<file path="src/rtl/rgb_pipe_pkg.sv">
// Shared definitions for the RGB output pipe: source-mode encodings and test-bar colour mapping.
// Pure declarations; no latency or flow control of its own.
package rgb_pkg;

   typedef enum logic [1:0] {
      MODE_PASS = 2'd0,
      MODE_FILL = 2'd1,
      MODE_BARS = 2'd2,
      MODE_INV  = 2'd3
   } mode_e;

   // Which bar-index bit lights which colour component.
   localparam int BAR_R_BIT = 2;
   localparam int BAR_G_BIT = 1;
   localparam int BAR_B_BIT = 0;

   function automatic logic [2:0] bar_mask(input logic [2:0] idx);
      return {idx[BAR_R_BIT], idx[BAR_G_BIT], idx[BAR_B_BIT]};
   endfunction

endpackage

</file>
<file path="src/rtl/rgb_pipe_if.sv">
// Pixel/sync bundle between the timing generator and the DAC-facing pipe.
// Master drives the source side and observes the pins; slave is the pipe itself.
interface rgb_pipe_if #(
   parameter int COLOR_W = 4
) ();
   logic                 i_hsync_en;
   logic                 i_vsync_en;
   logic                 i_hsync;
   logic                 i_vsync;
   logic [COLOR_W-1:0]   i_red;
   logic [COLOR_W-1:0]   i_green;
   logic [COLOR_W-1:0]   i_blue;
   logic [1:0]           i_mode;
   logic [3*COLOR_W-1:0] i_fill;

   logic [COLOR_W-1:0]   o_vga_red;
   logic [COLOR_W-1:0]   o_vga_green;
   logic [COLOR_W-1:0]   o_vga_blue;
   logic                 o_hsync;
   logic                 o_vsync;
   logic                 o_active;
   logic [1:0]           o_mode;

   modport master (
      output i_hsync_en, i_vsync_en, i_hsync, i_vsync,
      output i_red, i_green, i_blue, i_mode, i_fill,
      input  o_vga_red, o_vga_green, o_vga_blue, o_hsync, o_vsync, o_active, o_mode
   );

   modport slave (
      input  i_hsync_en, i_vsync_en, i_hsync, i_vsync,
      input  i_red, i_green, i_blue, i_mode, i_fill,
      output o_vga_red, o_vga_green, o_vga_blue, o_hsync, o_vsync, o_active, o_mode
   );
endinterface

</file>
<file path="src/rtl/rgb_pipe_delay_line.sv">
// vga_delay_line: DEPTH-register shift of a WIDTH-bit bus, synchronously reset to RST_VAL.
// Latency DEPTH cycles (DEPTH=0 is a wire); no backpressure, advances every cycle.
module vga_delay_line #(
   parameter int               WIDTH   = 1,
   parameter int               DEPTH   = 1,
   parameter logic [WIDTH-1:0] RST_VAL = '0
) (
   input  logic             i_clk,
   input  logic             i_rst,
   input  logic [WIDTH-1:0] i_dat,
   output logic [WIDTH-1:0] o_dat
);

   generate
      if (DEPTH == 0) begin : g_pass
         logic unused_clk_rst;
         assign unused_clk_rst = i_clk ^ i_rst;
         assign o_dat          = i_dat;
      end else begin : g_regs
         logic [WIDTH-1:0] stage_q [DEPTH];

         always_ff @(posedge i_clk) begin
            if (i_rst) begin
               for (int i = 0; i < DEPTH; i++) stage_q[i] <= RST_VAL;
            end else begin
               stage_q[0] <= i_dat;
               for (int i = 1; i < DEPTH; i++) stage_q[i] <= stage_q[i-1];
            end
         end

         assign o_dat = stage_q[DEPTH-1];
      end
   endgenerate

endmodule

</file>
<file path="src/rtl/rgb_pipe.sv">
// Registered RGB source select + blanking with syncs delayed in lockstep with colour.
// Latency PIPE_DEPTH cycles for every output except o_mode; no backpressure.
module rgb_pipe
   import rgb_pkg::*;
#(
   parameter int   COLOR_W    = 4,
   parameter int   PIPE_DEPTH = 2,
   parameter int   BAR_W      = 80,
   parameter logic SYNC_IDLE  = 1'b1
) (
   input  logic      i_clk,
   input  logic      i_rst,
   rgb_pipe_if.slave bus
);

   localparam int RGB_W = 3 * COLOR_W;
   localparam int BUS_W = RGB_W + 3;
   localparam int CNT_W = (BAR_W > 1) ? $clog2(BAR_W) : 1;
   localparam logic [BUS_W-1:0] RST_BUS = {SYNC_IDLE, SYNC_IDLE, 1'b0, {RGB_W{1'b0}}};

   logic             active;
   logic             vsync_en_q;
   mode_e            mode_q, mode_d;
   logic [CNT_W-1:0] pix_cnt_q, pix_cnt_d;
   logic [2:0]       bar_idx_q, bar_idx_d;
   logic [2:0]       bar_on;
   logic [RGB_W-1:0] src_rgb, bar_rgb, rgb_d;
   logic [BUS_W-1:0] s1_q, s1_d, out_bus;

   always_comb begin
      active  = bus.i_vsync_en & bus.i_hsync_en;
      src_rgb = {bus.i_red, bus.i_green, bus.i_blue};

      // Mode only swaps at the falling edge of the vertical active region.
      mode_d = mode_q;
      if (vsync_en_q && !bus.i_vsync_en) mode_d = mode_e'(bus.i_mode);

      pix_cnt_d = '0;
      bar_idx_d = '0;
      if (active) begin
         if (pix_cnt_q == CNT_W'(BAR_W - 1)) begin
            pix_cnt_d = '0;
            bar_idx_d = bar_idx_q + 3'd1;
         end else begin
            pix_cnt_d = pix_cnt_q + CNT_W'(1);
            bar_idx_d = bar_idx_q;
         end
      end

      bar_on  = bar_mask(bar_idx_q);
      bar_rgb = {{COLOR_W{bar_on[2]}}, {COLOR_W{bar_on[1]}}, {COLOR_W{bar_on[0]}}};

      rgb_d = src_rgb;
      case (mode_q)
         MODE_PASS: rgb_d = src_rgb;
         MODE_FILL: rgb_d = bus.i_fill;
         MODE_BARS: rgb_d = bar_rgb;
         MODE_INV:  rgb_d = ~src_rgb;
         default:   rgb_d = src_rgb;
      endcase
      if (!active) rgb_d = '0;

      s1_d = {bus.i_hsync, bus.i_vsync, active, rgb_d};
   end

   always_ff @(posedge i_clk) begin
      if (i_rst) begin
         s1_q       <= RST_BUS;
         mode_q     <= MODE_PASS;
         pix_cnt_q  <= '0;
         bar_idx_q  <= '0;
         vsync_en_q <= 1'b0;
      end else begin
         s1_q       <= s1_d;
         mode_q     <= mode_d;
         pix_cnt_q  <= pix_cnt_d;
         bar_idx_q  <= bar_idx_d;
         vsync_en_q <= bus.i_vsync_en;
      end
   end

   vga_delay_line #(
      .WIDTH   (BUS_W),
      .DEPTH   (PIPE_DEPTH - 1),
      .RST_VAL (RST_BUS)
   ) u_delay (
      .i_clk (i_clk),
      .i_rst (i_rst),
      .i_dat (s1_q),
      .o_dat (out_bus)
   );

   assign bus.o_hsync     = out_bus[BUS_W-1];
   assign bus.o_vsync     = out_bus[BUS_W-2];
   assign bus.o_active    = out_bus[BUS_W-3];
   assign bus.o_vga_red   = out_bus[3*COLOR_W-1 -: COLOR_W];
   assign bus.o_vga_green = out_bus[2*COLOR_W-1 -: COLOR_W];
   assign bus.o_vga_blue  = out_bus[COLOR_W-1:0];
   assign bus.o_mode      = mode_q;

endmodule

</file>
<file path="src/flat_wrapper.sv">
// flat-port wrapper written by rule: the top's interface ports become plain ports
module rgb_pipe_flat import rgb_pkg::*;
#(
   parameter int   COLOR_W    = 4,
   parameter int   PIPE_DEPTH = 2,
   parameter int   BAR_W      = 80,
   parameter logic SYNC_IDLE  = 1'b1
)
  (i_clk, i_rst, bus_i_hsync_en, bus_i_vsync_en, bus_i_hsync, bus_i_vsync, bus_i_red, bus_i_green, bus_i_blue, bus_i_mode, bus_i_fill, bus_o_vga_red, bus_o_vga_green, bus_o_vga_blue, bus_o_hsync, bus_o_vsync, bus_o_active, bus_o_mode);
  rgb_pipe_if #(.COLOR_W(COLOR_W)) bus_i ();
  input  logic i_clk;
  input  logic i_rst;
  input wire logic [$bits(bus_i.i_hsync_en)-1:0] bus_i_hsync_en;
  input wire logic [$bits(bus_i.i_vsync_en)-1:0] bus_i_vsync_en;
  input wire logic [$bits(bus_i.i_hsync)-1:0] bus_i_hsync;
  input wire logic [$bits(bus_i.i_vsync)-1:0] bus_i_vsync;
  input wire logic [$bits(bus_i.i_red)-1:0] bus_i_red;
  input wire logic [$bits(bus_i.i_green)-1:0] bus_i_green;
  input wire logic [$bits(bus_i.i_blue)-1:0] bus_i_blue;
  input wire logic [$bits(bus_i.i_mode)-1:0] bus_i_mode;
  input wire logic [$bits(bus_i.i_fill)-1:0] bus_i_fill;
  output wire logic [$bits(bus_i.o_vga_red)-1:0] bus_o_vga_red;
  output wire logic [$bits(bus_i.o_vga_green)-1:0] bus_o_vga_green;
  output wire logic [$bits(bus_i.o_vga_blue)-1:0] bus_o_vga_blue;
  output wire logic [$bits(bus_i.o_hsync)-1:0] bus_o_hsync;
  output wire logic [$bits(bus_i.o_vsync)-1:0] bus_o_vsync;
  output wire logic [$bits(bus_i.o_active)-1:0] bus_o_active;
  output wire logic [$bits(bus_i.o_mode)-1:0] bus_o_mode;
  assign bus_i.i_hsync_en = bus_i_hsync_en;
  assign bus_i.i_vsync_en = bus_i_vsync_en;
  assign bus_i.i_hsync = bus_i_hsync;
  assign bus_i.i_vsync = bus_i_vsync;
  assign bus_i.i_red = bus_i_red;
  assign bus_i.i_green = bus_i_green;
  assign bus_i.i_blue = bus_i_blue;
  assign bus_i.i_mode = bus_i_mode;
  assign bus_i.i_fill = bus_i_fill;
  assign bus_o_vga_red = bus_i.o_vga_red;
  assign bus_o_vga_green = bus_i.o_vga_green;
  assign bus_o_vga_blue = bus_i.o_vga_blue;
  assign bus_o_hsync = bus_i.o_hsync;
  assign bus_o_vsync = bus_i.o_vsync;
  assign bus_o_active = bus_i.o_active;
  assign bus_o_mode = bus_i.o_mode;
  rgb_pipe #(.COLOR_W(COLOR_W), .PIPE_DEPTH(PIPE_DEPTH), .BAR_W(BAR_W), .SYNC_IDLE(SYNC_IDLE)) u_core (.i_clk(i_clk), .i_rst(i_rst), .bus(bus_i));
endmodule
</file>
<file path="config.mk">
export PLATFORM = sky130hd
export DESIGN_NAME = rgb_pipe_flat
export DESIGN_NICKNAME = d
export VERILOG_FILES = /design/src/rtl/rgb_pipe_pkg.sv /design/src/rtl/rgb_pipe_if.sv /design/src/rtl/rgb_pipe_delay_line.sv /design/src/rtl/rgb_pipe.sv /design/src/flat_wrapper.sv
export SDC_FILE = /design/constraint.sdc
export NUM_CORES = 1
export LEC_CHECK = 0
export ABC_AREA = 1
export CAP_MARGIN = 20
export CORE_MARGIN = 2
export CORE_UTILIZATION = 40
export CTS_BUF_LIST = sky130_fd_sc_hd__clkbuf_8
export DETAILED_ROUTE_END_ITERATION = 8
export GPL_ROUTABILITY_DRIVEN = 1
export PLACE_DENSITY = 0.72
export SYNTH_ARGS = -nofsm -noshare
export SYNTH_HDL_FRONTEND = slang
export SYNTH_HIERARCHICAL = 1
export SYNTH_SLANG_ARGS = --single-unit
</file>
<file path="constraint.sdc">
create_clock -name i_clk -period 1.3 [get_ports i_clk]
set_clock_uncertainty 0.15 [all_clocks]
set_input_delay 0.13 -clock i_clk [delete_from_list [all_inputs] [get_ports i_clk]]
set_output_delay 0.13 -clock i_clk [all_outputs]
set_load 0.005 [all_outputs]
</file>
==> results_dict.tcl <==
set metrics [dict create \
    clock.fmax_ghz 0.809 \
    dieArea_um2 4670 \
    dp.cells 314 \
    die_w_um 68.4 \
    power_leakage_nw 1.01 \
    p_total_mw 2.40 \
    power_density_nw_per_um2 1020 \
    setup_viol 0 \
    cts_made_buffers 5 \
    ant_nets 0 \
    grtUsageTotal_pct 16.2 \
    fin_ws_ns 0.0636 \
    drt-total-wl_um 3580 \
    grt_overflow 0 \
    hpwlAfterDp_um 2730 \
    syn_inst 210 \
    grt_pass1_wl_um 5420 \
    path_max_fanout 7 \
    drt_iter0_drc 91 \
    rows 23 \
    fin_area_um2 2350 \
    gp_congestion 0.731 \
    finalCritPeriodShare_pct 95.1 \
    cp.required_ns 1.33 \
    drive_above_1_share_pct 13.2 \
    drc 0 \
    ys_seq_elements 43 \
    maxCapViolCount 0 \
    irDropWorstVdd_v 0.000550 \
    core_um2 4000 \
    hold_viol 0 \
    synth_nets 244 \
    clk_pin_slew_ns 0.07 \
    io_pins 49 \
    rsz0062_at_grt "no" \
    drtPass1Iterations 4 \
    ys_seq_area_share_pct 52.0 \
    cts_max_level 2 \
    layout_common_cells "40 x dfxtp_1, 34 x inv_1, 34 x nor2_1, 33 x nand2_1, 31 x clkdlybuf4s50_1" \
    synth.distinct_cells 25 \
    fin_nets 305 \
    status "finished, final reports clean" \
    vias_per_cell 4.45 \
    clkLatencyLatePin_ns 0.29 \
    cp.arrival_ns 1.26 \
    period_needed_ns 1.24 \
    post-place-ws_ns -0.150 \
    critPathKind "flip-flop to flip-flop" \
    cts_setup_buffers 0 \
    holdWs_ns 0.246 \
    final_max_slew_viol_count 0 \
    stdcell_count 322 \
    syn_to_final_growth_pct 42.1 \
    num_vias 1434 \
    final_common_cell "dfxtp_1" \
    die_h_um 68.4 \
    port-buffer-count 48 \
    avgRoutedWirePerCell_um 11.1 \
    avgSynthCellArea_um2 7.89 \
    place_area_um2 2240 \
    slew_headroom_pct 80.2 \
    hp-class "primary input to flip-flop" \
    crit_path_start_kind "flip-flop" \
    endpoint_kind "flip-flop" \
    cts_tree "built" \
    cts_buffer_depth 2 \
    grt_max_degree 18 \
    cts-root-buf "clkbuf_8" \
    start_util_pct 41.4 \
    ys_warn_count 6 \
    first_global_vias 1364 \
    numClockSinks 43 \
    antenna_cells 0 \
    antenna_found_initial 0 \
    syn_area_um2 1660 \
    tightest_slew_ns 0.295 \
]
==> Yosys cell counts <==
master / n / area [um2]
a21oi_1: 15 / 75.1
a31oi_1: 4 / 25.0
buf_6: 4 / 45.0
dfxtp_1: 43 / 861
ha_1: 2 / 25.0
inv_1: 33 / 124
inv_2: 2 / 7.51
nand2_1: 33 / 124
nand2_2: 2 / 12.5
nand2_4: 1 / 11.3
nand3_1: 4 / 20.0
nand3_2: 1 / 10.0
nand4_1: 1 / 6.26
nor2_1: 35 / 131
nor2_2: 1 / 6.26
nor2_4: 1 / 11.3
nor3_1: 1 / 5.00
nor3b_1: 1 / 7.51
o21ai_0: 11 / 55.1
o21ai_1: 6 / 30.0
o21ai_2: 2 / 17.5
or2_0: 1 / 6.26
or2_1: 3 / 18.8
or2_2: 2 / 12.5
xor2_1: 1 / 8.76
==> power by group <==
part	internal, mW	total (mW)	switching, mW
Combinational	0.151	0.262	0.111
Clock	0.361	0.775	0.414
Sequential	1.35	1.36	0.0124
Total	1.86	2.40	0.537
==> routing by layer <==
metal | global-route usage, % | share of wire, % | vias up | routed length (um)
met4 | 8.00 | 1.9 | 0 | 68
li1 | - | - | 768 | -
met2 | 30.0 | 53 | 36 | 1910
met5 | 0 | 0 | - | 0
met1 | 15.6 | 40 | 624 | 1420
met3 | 5.92 | 5.1 | 6 | 181
==> path summary, 6_finish.rpt <==
path,startpoint,endpoint,slack [ns],cells past startpoint
hold / removal,bus_i_hsync,u_core/s1_q[14]$_SDFF_PP1_,0.25,2
hold reg to reg,u_core/s1_q[5]$_SDFF_PP0_,u_core/u_delay/g_regs.stage_q[0][5]$_SDFF_PP0_,0.25,2
setup reg to reg,u_core/pix_cnt_q[0]$_SDFF_PP0_,u_core/pix_cnt_q[2]$_SDFF_PP0_,0.06,4
setup / recovery,u_core/pix_cnt_q[0]$_SDFF_PP0_,u_core/pix_cnt_q[2]$_SDFF_PP0_,0.06,4
==> final cells by class <==
class | count | area (um2)
fill | 394 | 1650
clock inverter | 3 | 12.5
inverter | 35 | 131
tap | 50 | 62.6
sequential | 43 | 865
clock buffer | 5 | 68.8
multi-input combinational | 128 | 664
timing repair buffer | 58 | 551
==> per-stage QoR <==
step	util, %	setup TNS, ns
after detailed placement	56.1	-1.83
after global placement	56.1	-1.30
after global routing	58.9	0
after CTS	58.1	0
after floorplan	-	0
final	58.9	0
==> what timing repair did <==
action / 4_1_cts / 5_1_grt
pin swaps: 1 / 2
setup endpoints to repair: 26 / 10
hold buffers: 0 / 0
gates resized for setup: 24 / 6
==> critical path, cell delays in order (launching register included) <==
cell and delay, ns:
dfxtp_2 0.37, ha_4 0.16, nand3_4 0.12, o21ai_4 0.26, nor3_1 0.07
==> state kept, by name, indices dropped and copies added (netlist names) <==
signal                         cells
u_core/bar_idx_q                   3
u_core/u_delay/g_regs.stage_q     15
u_core/s1_q                       15
u_core/vsync_en_q                  1
u_core/bus.o_mode                  2
u_core/pix_cnt_q                   7
==> cells by family (layout without fill, tap and decap cells) <==
logic type      Yosys count  count (layout)  synth area share [%]
simple gates             87              87                  23.1
buf+inv                  39             101                  10.6
fa+ha+maj                 2               2                  1.51
xor+xnor                  1               1                 0.529
flops                    43              43                  52.0
compound gates           38              38                  12.2
Note: power is estimated with default switching activity, not from simulation.
